<file path="src/rtl/wam_pkg.sv">
// Shared constants and FSM encoding for the whack-a-mole scorer.
// Optional streak bonus is enabled by defining WAM_STREAK_BONUS_EN.
package wam_pkg;
    typedef enum logic [1:0] {
        ST_IDLE    = 2'd0,
        ST_UP      = 2'd1,
        ST_WHACKED = 2'd2,
        ST_OVER    = 2'd3
    } state_t;

    localparam int MOLE_COUNT    = 9;
    localparam int IDX_W         = 4;
    localparam int DEF_LIVES     = 3;
    localparam int DEF_SCORE_W   = 10;
    localparam int DEF_SCORE_MAX = 999;
endpackage

</file>
<file path="src/rtl/sw_sync_edge.sv">
// Two-flop synchroniser plus registered rising-edge detect for a bus of switches.
// Flops clear to 0, so the first cycles after reset see a held switch as low.
module sw_sync_edge #(
    parameter int W = 9
) (
    input  logic         CLOCK_50,
    input  logic         reset,
    input  logic [W-1:0] i_in,
    output logic [W-1:0] o_edge
);
    logic [W-1:0] r_meta;
    logic [W-1:0] r_sync;
    logic [W-1:0] r_prev;
    logic [W-1:0] r_edge;

    always_ff @(posedge CLOCK_50 or negedge reset) begin
        if (!reset) begin
            r_meta <= '0;
            r_sync <= '0;
            r_prev <= '0;
            r_edge <= '0;
        end else begin
            r_meta <= i_in;
            r_sync <= r_meta;
            r_prev <= r_sync;
            r_edge <= r_sync & ~r_prev;
        end
    end

    assign o_edge = r_edge;
endmodule

</file>
<file path="src/rtl/wam_scorer.sv">
// Whack-a-mole scorer: turns mole events and switch edges into hits, misses,
// wrong whacks, score, lives and game over. Streak bonus under WAM_STREAK_BONUS_EN.
module wam_scorer
    import wam_pkg::*;
#(
    parameter int LIVES     = DEF_LIVES,
    parameter int SCORE_W   = DEF_SCORE_W,
    parameter int SCORE_MAX = DEF_SCORE_MAX
) (
    input  logic                  CLOCK_50,
    input  logic                  reset,
    input  logic                  start,
    input  logic                  mole_on,
    input  logic [IDX_W-1:0]      mole_idx,
    input  logic                  mole_off,
    input  logic [MOLE_COUNT-1:0] hit_sw,
    output logic [SCORE_W-1:0]    score,
    output logic [3:0]            lives,
    output logic                  hit_pulse,
    output logic                  miss_pulse,
    output logic                  wrong_pulse,
    output logic                  mole_clear,
    output logic                  game_over
);
    state_t                r_state, n_state;
    logic [SCORE_W-1:0]    r_score, n_score;
    logic [3:0]            r_lives, n_lives;
    logic [IDX_W-1:0]      r_idx, n_idx;
    logic                  r_off_pend, n_off_pend;
    logic                  r_hit, r_miss, r_wrong, r_clear, r_over;
    logic                  w_hit, w_miss, w_wrong;
    logic [MOLE_COUNT-1:0] w_edge;
    logic                  w_idx_ok, w_any_edge, w_cur_edge;
    logic [SCORE_W:0]      w_inc, w_sum, w_diff;
    logic [SCORE_W-1:0]    w_score_up, w_score_dn;
    logic [3:0]            w_lives_dec;

    sw_sync_edge #(.W(MOLE_COUNT)) u_sync (
        .CLOCK_50 (CLOCK_50),
        .reset    (reset),
        .i_in     (hit_sw),
        .o_edge   (w_edge)
    );

`ifdef WAM_STREAK_BONUS_EN
    logic [2:0] r_streak;

    always_ff @(posedge CLOCK_50 or negedge reset) begin
        if (!reset)
            r_streak <= '0;
        else if (start || w_miss || w_wrong)
            r_streak <= '0;
        else if (w_hit && r_streak != 3'd7)
            r_streak <= r_streak + 3'd1;
    end

    assign w_inc = (r_streak >= 3'd3) ? (SCORE_W+1)'(2) : (SCORE_W+1)'(1);
`else
    assign w_inc = (SCORE_W+1)'(1);
`endif

    assign w_idx_ok    = mole_on && (mole_idx < IDX_W'(MOLE_COUNT));
    assign w_any_edge  = |w_edge;
    assign w_cur_edge  = |(w_edge & (MOLE_COUNT'(1) << r_idx));
    assign w_sum       = {1'b0, r_score} + w_inc;
    assign w_score_up  = (w_sum > (SCORE_W+1)'(SCORE_MAX)) ? SCORE_W'(SCORE_MAX) : w_sum[SCORE_W-1:0];
    assign w_diff      = {1'b0, r_score} - (SCORE_W+1)'(1);
    assign w_score_dn  = w_diff[SCORE_W] ? '0 : w_diff[SCORE_W-1:0];
    assign w_lives_dec = (r_lives == 4'd0) ? 4'd0 : r_lives - 4'd1;

    always_comb begin
        n_state    = r_state;
        n_score    = r_score;
        n_lives    = r_lives;
        n_idx      = r_idx;
        n_off_pend = 1'b0;
        w_hit      = 1'b0;
        w_miss     = 1'b0;
        w_wrong    = 1'b0;
        if (start) begin
            n_state = ST_IDLE;
            n_score = '0;
            n_lives = 4'(LIVES);
        end else begin
            case (r_state)
                ST_IDLE: begin
                    if (w_any_edge) begin
                        w_wrong = 1'b1;
                        n_score = w_score_dn;
                    end
                    if (w_idx_ok) begin
                        n_idx   = mole_idx;
                        n_state = ST_UP;
                    end
                end
                ST_UP: begin
                    if (w_cur_edge) begin
                        // A hit beats a coincident mole_off; remember the off for WHACKED.
                        w_hit      = 1'b1;
                        n_score    = w_score_up;
                        n_state    = ST_WHACKED;
                        n_off_pend = mole_off;
                        if (w_idx_ok) begin
                            n_idx   = mole_idx;
                            n_state = ST_UP;
                        end
                    end else begin
                        if (w_any_edge) begin
                            w_wrong = 1'b1;
                            n_score = w_score_dn;
                        end
                        if (mole_off || w_idx_ok) begin
                            w_miss  = 1'b1;
                            n_lives = w_lives_dec;
                            if (w_lives_dec == 4'd0) begin
                                n_state = ST_OVER;
                            end else if (w_idx_ok) begin
                                n_idx   = mole_idx;
                                n_state = ST_UP;
                            end else begin
                                n_state = ST_IDLE;
                            end
                        end
                    end
                end
                ST_WHACKED: begin
                    if (w_idx_ok) begin
                        n_idx   = mole_idx;
                        n_state = ST_UP;
                    end else if (mole_off || r_off_pend) begin
                        n_state = ST_IDLE;
                    end
                end
                default: begin
                end
            endcase
        end
    end

    always_ff @(posedge CLOCK_50 or negedge reset) begin
        if (!reset) begin
            r_state    <= ST_IDLE;
            r_score    <= '0;
            r_lives    <= 4'(LIVES);
            r_idx      <= '0;
            r_off_pend <= 1'b0;
            r_hit      <= 1'b0;
            r_miss     <= 1'b0;
            r_wrong    <= 1'b0;
            r_clear    <= 1'b0;
            r_over     <= 1'b0;
        end else begin
            r_state    <= n_state;
            r_score    <= n_score;
            r_lives    <= n_lives;
            r_idx      <= n_idx;
            r_off_pend <= n_off_pend;
            r_hit      <= w_hit;
            r_miss     <= w_miss;
            r_wrong    <= w_wrong;
            r_clear    <= w_hit;
            r_over     <= (n_state == ST_OVER);
        end
    end

    assign score       = r_score;
    assign lives       = r_lives;
    assign hit_pulse   = r_hit;
    assign miss_pulse  = r_miss;
    assign wrong_pulse = r_wrong;
    assign mole_clear  = r_clear;
    assign game_over   = r_over;
endmodule

</file>
<file path="config.mk">
export PLATFORM = sky130hd
export DESIGN_NAME = wam_scorer
export DESIGN_NICKNAME = d
export VERILOG_FILES = /design/src/rtl/wam_pkg.sv /design/src/rtl/sw_sync_edge.sv /design/src/rtl/wam_scorer.sv
export SDC_FILE = /design/constraint.sdc
export NUM_CORES = 1
export LEC_CHECK = 0
export ABC_CLOCK_PERIOD_IN_PS = 2490
export CAP_MARGIN = 25
export CORE_UTILIZATION = 50
export DETAILED_ROUTE_END_ITERATION = 12
export PLACE_DENSITY_LB_ADDON = 0.05
export RECOVER_POWER = 25
export SLEW_MARGIN = 25
export SYNTH_ARGS = -nofsm -noshare
export SYNTH_HDL_FRONTEND = slang
export SYNTH_SLANG_ARGS = --single-unit
</file>
<file path="constraint.sdc">
create_clock -name CLOCK_50 -period 2.49 [get_ports CLOCK_50]
set_input_delay 0.3735 -clock CLOCK_50 [delete_from_list [all_inputs] [get_ports CLOCK_50]]
set_output_delay 0.3735 -clock CLOCK_50 [all_outputs]
set_load 0.05 [all_outputs]
</file>
**Yosys cells after proc, flatten, opt, wreduce, memory -nomap -nowiden**

Cells that the tools add are included.

- Bits in registers: 61

- Magnitude comparators: 2
- Reduce and logical (&&, ||, !) cells: 15
- Shift-type cells: 1
- Bitwise gates (word level): 4
- Multiplexer cells: 40
- $add $sub $neg: 3
- Equality and inequality tests: 6

Operators by type and width:

| cell | number |
|---|---|
| 2-to-1 mux 10 bit | 5 |
| 2-to-1 mux 4 bit | 9 |
| case mux 10 bit (2 select lines) | 1 |
| bitwise AND 9 bit | 2 |
| OR reduction 9 bit | 2 |
| 2-to-1 mux 2 bit | 8 |
| 2-to-1 mux 1 bit | 14 |
| adder 10 x 1 -> 11 bit (second input constant) | 1 |
| > comparator 11 x 10 -> 1 bit (second input constant) | 1 |
| subtractor 10 x 1 -> 11 bit (second input constant) | 1 |
| inverter 9 bit | 1 |
| << shifter 1 x 4 -> 9 bit (first input constant) | 1 |
| logical NOT 4 bit | 2 |
| case mux 4 bit (2 select lines) | 1 |
| != test 3 bit (second input constant) | 2 |
| case mux 2 bit (3 select lines) | 1 |
| nonzero test 2 bit | 3 |
| == test 2 bit (second input constant) | 2 |
| less-than comparator 4 bit (second input constant) | 1 |
| AND reduction 4 bit | 1 |
| subtractor 4 x 1 -> 4 bit (second input constant) | 1 |
| AND reduction 3 bit | 1 |
| nonzero test 3 bit | 1 |
| == test 2 x 1 -> 1 bit (second input constant) | 1 |
| other kinds (7) | 8 |

**Longest topological paths before layout**

Gate-level depths: netlist (run 1).

- Depth after elaboration: 9
- Mapped depth: 9
- Gate-level depth less buffers: 8

**Modules after synthesis**

From an unflattened synthesis (run 1), not the netlist that was laid out.

- Cell total of the unflattened synthesis: 285
- Area total of the unflattened synthesis: 3009.1 sq um

By module, submodules not included:

| module | instances | area each (sq um) | seq. area each (sq um) | cells an instance |
|---|---|---|---|---|
| wam_scorer | 1 | 1984.4 | 628.1 | 240 |
| sw_sync_edge | 1 | 1024.7 | 900.9 | 45 |

**Worst setup path after synthesis (run 1)**

OpenSTA, ideal clock, no wires.

- Path kind: flip-flop to flip-flop
- From: reg r_score[0] (netlist: score[0])
- To: reg r_score[8] (netlist: score[8])
- Cell stages (with the launch flop): 10
- Arrival time: 2608 ps
- Path buffers: 1
- Library setup time: 122 ps
- Data required time: 2368 ps
- Path slack: -239 ps
- Path through: dfrtp_1 -> buf_2 -> inv_1 -> ha_1 -> or3b_1 -> a221oi_1 -> o22a_1 -> o2111a_1 -> nor3_1 -> a2111oi_1

- Longest elaborated chain between the ends: 6
- Elaborated cells between the ends (all ways): 9
- Classes of those cells: 2 x add/sub; 1 x order compare; 6 x mux

RTL lines:

| item | RTL line | source |
|---|---|---|
| start: declaration | wam_scorer.sv:26 | `logic [SCORE_W-1:0] r_score, n_score;` |
| start signal: assignment | wam_scorer.sv:154 | `r_score <= n_score;` |
| adder 10 x 1 -> 11 bit / subtractor 10 x 1 -> 11 bit (equally long branches) | wam_scorer.sv:65, wam_scorer.sv:67 |  |
| > comparator 11 x 10 -> 1 bit / 2-to-1 mux 10 bit (equally long branches) | wam_scorer.sv:66, wam_scorer.sv:68 |  |
| 2-to-1 mux 10 bit (on tied branches) | wam_scorer.sv:66, wam_scorer.sv:87, wam_scorer.sv:108 |  |
| 2-to-1 mux 10 bit | wam_scorer.sv:97 | `if (w_cur_edge) begin` |
| case mux 10 bit (2 select lines) (*) | wam_scorer.sv:85 | `case (r_state)` |
| 2-to-1 mux 10 bit (*) | wam_scorer.sv:80 | `if (start) begin` |

Every way passes the cells marked *; elsewhere a longest branch is shown, timed or not.
A chain may end at the register's enable or synchronous reset.

**Final worst setup path (run 1)**

- From: reg r_idx[1]
- To: reg r_idx[0]

- Longest elaborated chain between the ends: 5
- Elaborated cells between the ends (all ways): 8
- Classes of those cells: 2 x eq/ne; 1 x shift; 2 x mux; 1 x bitwise; 2 x reduce/logical

RTL lines:

| item | RTL line | source |
|---|---|---|
| start: declaration | wam_scorer.sv:28 | `logic [IDX_W-1:0] r_idx, n_idx;` |
| start signal: assignment | wam_scorer.sv:156 | `r_idx <= n_idx;` |
| << shifter 1 x 4 -> 9 bit (*) | wam_scorer.sv:64 | `assign w_cur_edge = \|(w_edge & (MOLE_COUNT'(1) << r_idx));` |
| bitwise AND 9 bit (*) | wam_scorer.sv:64 |  |
| OR reduction 9 bit (*) | wam_scorer.sv:64 |  |
| != test 3 bit (no line) / 2-to-1 mux 4 bit (equally long branches) | n/a |  |
| AND reduction 4 bit (no line) / case mux 4 bit (2 select lines) (equally long branches) | n/a |  |

Marks and branches as above.

==> results of run 1 <==
cells by family after synthesis:
kind of cell	share of synthesized area, %
xor gates and xnor gates	0.583
muxes	4.46
AOI/OAI and AO/OA	20.9
DFF	50.9
adders and majority gates	1.25
and+or+nand+nor	17.5
buffers and inverters	4.37
metal layers:
layer	up-vias	routed length, um
li1	1112	-
met1	1159	2900
met2	95	2950
met3	16	511
met4	0	102
met5	-	0
cell usage after synthesis (all sizes together) (2+ instances only):
master  number  area share, %
dfrtp       59             49
nor2        24            3.0
nand2       15            1.9
a21oi       13            2.7
o21ai       13            2.2
nor2b       12            2.5
inv         11            1.4
clkbuf       8            1.0
mux2         8            3.1
and2         7            1.5
buf          7            1.9
nand3        7            1.2
o31ai        6            2.4
nor3         5           0.83
or3          5            1.0
a31oi        4           0.83
mux2i        4            1.3
o22ai        4            1.2
or2          4           0.92
a211oi       3           0.92
ha           3            1.3
o211ai       3           0.75
o311a        3            1.0
o311ai       3           0.88
or4          3            1.0
a21boi       2           0.50
a21o         2           0.50
a31o         2           0.58
and3         2           0.46
dfstp        2            1.7
nand4        2           0.42
nor4         2           0.42
o221ai       2            1.2
o22a         2           0.58
o41ai        2           0.83
or3b         2           0.67
xnor2        2           0.58
metrics by stage:
step | power [mW] | instances
CTS | 3.72 | 398
detailed placement | 2.73 | 382
floorplan | 2.32 | 276
global placement | 2.70 | 382
finish | 3.76 | 404
global route | 3.98 | 404
registers in the layout, summed over array words and instances (netlist names), 2 cells and up:
signal         flops
r_state            2
r_idx              4
lives              4
u_sync.r_meta      9
score             10
u_sync.o_edge      9
u_sync.r_prev      9
u_sync.r_sync      9
layout make-up:
cell class              instances  area [um2]
clock inverters                 7         103
inverters                      12        45.0
clock buffers                   9         124
multi-input cells             188        1370
flip-flops and latches         61        1530
fillers                       456        1890
well taps                      72        90.1
repair buffers                 55         495
timing repair:
action                                  CTS  global route
endpoints found under the setup margin    0             2
hold buffers                              0             0
endpoints found under the hold margin     0             0
setup buffers                             0             6
resized for setup                         0             2
final timing paths:
kind	end	slack (ns)	depth (start not counted)
worst max-delay path	r_idx[0]	0.15	6
worst min-delay path	u_sync.r_sync[2]	0.35	0
min in group asynchronous	u_sync.r_meta[2]	0.46	2
worst max register to register	r_idx[0]	0.15	6
max in group asynchronous	score[1]	1.05	2
worst min register to register	u_sync.r_sync[2]	0.35	0
power groups by stage:
stage	Sequential (mW)	Combinational, mW	Clock [mW]
after detailed placement	1.30	1.42	0
after global placement	1.30	1.41	0
after CTS	1.29	1.42	1.01
after floorplan	1.41	0.908	0
final	1.27	1.50	0.989
after global routing	1.29	1.63	1.06
worst max-delay path: stages, from the launching register on:
cell and delay, ns:
dfrtp_1 0.47, or3b_4 0.42, a21oi_4 0.20, o22a_1 0.24, o21ai_0 0.14, a211oi_2 0.39, mux2_2 0.37
==> results_dict.tcl, run 1 <==
set metrics [dict create \
    status "complete, no violations" \
    timing.fmax_mhz 427 \
    min_from "u_sync.r_meta[2]" \
    die_y_um 79.5 \
    place_worst_setup_slack_ns 0.0749 \
    vias 2382 \
    grtUsageMet2_pct 35.2 \
    clk_pin_slew_ns 0.07 \
    wl_per_cell_um 16.0 \
    viasPerCell 5.90 \
    clock_path_buffers 2 \
    grt-ovfl-total 0 \
    fin_nets 348 \
    antenna_found_initial 0 \
    busiest_layer "met2" \
    ys_seq_area_share_pct 50.9 \
    io_buffers 36 \
    finalSetupViolCount 0 \
    synth_area_um2 3000 \
    postSynthCellCount 276 \
    postPlaceCellArea_um2 3490 \
    drv_cap 0 \
    clkSinkCount 61 \
    htree_levels 3 \
    p_per_area_nw_per_um2 1000 \
    grt_pass1_wl_um 10900 \
    drc_errors 0 \
    hold_ws_ns 0.350 \
    end_kind "register" \
    totalWireLength_um 6460 \
    pwr-share-comb_pct 40.0 \
    areaGrowthSynthToFinish_pct 25.0 \
    dieArea_um2 6320 \
    layout_commonest_cell "dfrtp_1" \
    async_reset_ff_share_pct 100 \
    final-hold-violation-count 0 \
    diodes 0 \
    power_frac_seq_pct 33.7 \
    grt_max_degree 62 \
    slew_headroom_pct 3.21 \
    vdd_drop_max_v 0.000621 \
    arrival_ns 2.57 \
    fin_worst_skew_ns 0.00845 \
    fp.dieW_um 79.5 \
    layout-drive-gt1-share_pct 22.0 \
    start_util_pct 53.2 \
    leakage_nw 1.56 \
    worstPathRequired_ns 2.72 \
    coreArea_um2 5640 \
    drv_slew 0 \
    gr-usage-met1_pct 30.2 \
    p_sw_share_pct 37.4 \
    crit_start "r_idx[1]" \
    fin_util_pct 66.5 \
    setup.worst_path.start_class "register" \
    cp_max_fo 7 \
    dp_hpwl_um 4580 \
    place.gp.congestion 0.913 \
    synth_warnings 0 \
    yosys.cell_types.count 74 \
    finalWorstSetupSlack_ns 0.147 \
    layout_common_cells "dfrtp_1, clkdlybuf4s50_1, nor2_1, buf_4, nand2_1" \
    met3_usage_pct 8.34 \
    track_usage_pct 22.9 \
    synth_nets 297 \
    drtIter0Drc 156 \
    period_share_pct 94.1 \
    hp-class "reg2reg" \
    avgSynthCellArea_um2 10.9 \
    detail_route.first_pass.iterations 5 \
    r2r_start "r_idx[1]" \
    clockRootBuffer "clkbuf_8" \
    synth_edf_count 0 \
    crit_type "reg2reg" \
    clockPowerShare_pct 26.3 \
    synth_ff_type "dfrtp_1" \
    ant_nets 0 \
    cts_tree "built" \
    stdcell_area_um2 3750 \
    tns_ns 0 \
    clock_latency_ns 0.34 \
    power.switching_mw 1.41 \
    grt_pass1_vias 2218 \
    io_pins 37 \
    fin_crit_ns 2.34 \
    rsz0062_at_grt "no" \
    synth_seq_cells 61 \
    cts_made_buffers 9 \
    worstMarginPinSlew_ns 1.45 \
    p_int_mw 2.35 \
    rows 27 \
]
Power figures use the tool's default switching activity.
==> run 2: changes to the inputs <==
--- a/config.mk
+++ b/config.mk
@@ -9,7 +9,7 @@
 export CAP_MARGIN = 25
 export CORE_UTILIZATION = 50
 export DETAILED_ROUTE_END_ITERATION = 12
-export PLACE_DENSITY_LB_ADDON = 0.05
+export PLACE_DENSITY_LB_ADDON = 0.12
 export RECOVER_POWER = 25
 export SLEW_MARGIN = 25
 export SYNTH_ARGS = -nofsm -noshare
==> run 2 against run 1 <==
Effect of this change: total power is 3.5% lower; via count fell by 1.6%; largest power group unchanged; worst hold slack worse by 0.097 ns; clock skew is 0.0035 ns higher; combinational power is essentially flat; count of clock-buffer cells in the layout increased by 3; global-route usage up 0.39 points; wire length is 0.77% higher; sequential power about the same.
==> results_dict.tcl, run 2 (same netlist as run 1, synthesis figures left out) <==
set metrics [dict create \
    crit_type "reg2reg" \
    htree_levels 3 \
    totalWireLength_um 6510 \
    dieArea_um2 6320 \
    p_per_area_nw_per_um2 976 \
    r2r_start "score[1]" \
    leakage_nw 1.53 \
    diodes 0 \
    grt_max_degree 41 \
    dp_hpwl_um 4650 \
    io_buffers 36 \
    rows 27 \
    drv_cap 0 \
    fin_worst_skew_ns 0.0119 \
    finalSetupViolCount 0 \
    worstMarginPinSlew_ns 1.18 \
    layout-drive-gt1-share_pct 20.1 \
    drv_slew 0 \
    arrival_ns 2.61 \
    coreArea_um2 5640 \
    timing.fmax_mhz 414 \
    drtIter0Drc 145 \
    grt_pass1_vias 2318 \
    clk_pin_slew_ns 0.08 \
    busiest_layer "met2" \
    crit_path_max_incr_delay_ns 0.44 \
    gr-usage-met1_pct 31.6 \
    rsz0062_at_grt "no" \
    critPathSlowestCell "a2111oi_1" \
    fin_nets 345 \
    hp-class "in2async" \
    end_kind "register" \
    ant_nets 0 \
    crit_buf_inv 1 \
    areaGrowthSynthToFinish_pct 23.7 \
    slew_headroom_pct 21.2 \
    clockRootBuffer "clkbuf_8" \
    cp_max_fo 5 \
    clock_path_buffers 2 \
    die_y_um 79.5 \
    io_pins 37 \
    wl_per_cell_um 16.3 \
    grtUsageMet2_pct 35.4 \
    worstPathRequired_ns 2.69 \
    place.gp.congestion 0.873 \
    start_util_pct 53.2 \
    vias 2343 \
    grt_pass1_wl_um 11100 \
    status "complete, no violations" \
    met3_usage_pct 6.63 \
    final-hold-violation-count 0 \
    crit_chain "inv_1, ha_4, or3b_1, a221oi_2, o22a_1, o2111a_2, nor3_1, a2111oi_1" \
    fin_util_pct 65.9 \
    seq_area_um2 1530 \
    crit_start "score[1]" \
    ctsHoldBuffers 0 \
    layout_commonest_cell "dfrtp_1" \
    cts_tree "built" \
    clock_latency_ns 0.34 \
    fp.dieW_um 79.5 \
    layout_common_cells "dfrtp_1, clkdlybuf4s50_1, nor2_1, nand2_1, buf_4" \
    tns_ns 0 \
    period_share_pct 96.9 \
    detail_route.first_pass.iterations 5 \
    multi_input_area_um2 1360 \
    fin_crit_ns 2.41 \
    setup.worst_path.start_class "register" \
    vdd_drop_max_v 0.000520 \
    cts_made_buffers 9 \
    n_fill_cell 448 \
    track_usage_pct 23.3 \
    grt-ovfl-total 0 \
    clkSinkCount 61 \
    largest_reg_flops 10 \
    antenna_found_initial 0 \
    critical-path-top-delay-family "compound AO/OA/AOI/OAI gates" \
    drc_errors 0 \
    viasPerCell 5.86 \
]
run 2: changes by cell type in the layout (fill, tap and decap cells not counted), sizes merged:
cell,change
clkinvlp,+1
inv,-4
clkbuf,+3
buf,-3
bufinv,-1
run 2: layer usage:
layer  wire length, um  up-vias
met3               583       12
met5                 0        -
li1                  -     1106
met1              2900     1121
met4               101        0
met2              2930      104
run 2: where the power goes:
part,switching (mW),internal [mW]
sequential,0.137,1.10
clock,0.386,0.512
combinational,0.850,0.640
total,1.37,2.25
run 2: cell type report:
type,count,area share [%]
clock buffers,12,4.18
clock inverters,3,1.21
inverters,12,1.21
multi-input cells,188,36.7
flip-flops and latches,61,41.2
well taps,72,2.42
repair buffers,52,13.1
run 2: final timing paths:
path	slack [ns]	to	cells past startpoint
worst max-delay path	0.08	score[8]	8
worst min-delay path	0.25	u_sync.o_edge[2]	1
worst max register to register	0.08	score[8]	8
worst min register to register	0.35	u_sync.r_sync[3]	0
max in group asynchronous	1.38	lives[0]	2
min in group CLOCK_50	0.35	u_sync.r_sync[3]	0
run 2: what timing repair did:
item,in CTS,in global routing
setup buffers,2,0
endpoints found under the setup margin,1,5
gates resized for setup,0,2
pin swaps,0,1
run 2: through the flow:
stage	hold WS [ns]	area, um2	setup slack [ns]	std cells	total power [mW]
floorplan	0.0779	3040	0.00267	276	2.32
global placement	0.331	3500	0.0862	383	2.68
detailed placement	0.337	3500	0.0508	383	2.71
CTS	0.00745	3720	0.0595	400	3.63
global route	0.359	3720	0.0114	400	3.83
finish	0.253	3720	0.0772	400	3.63
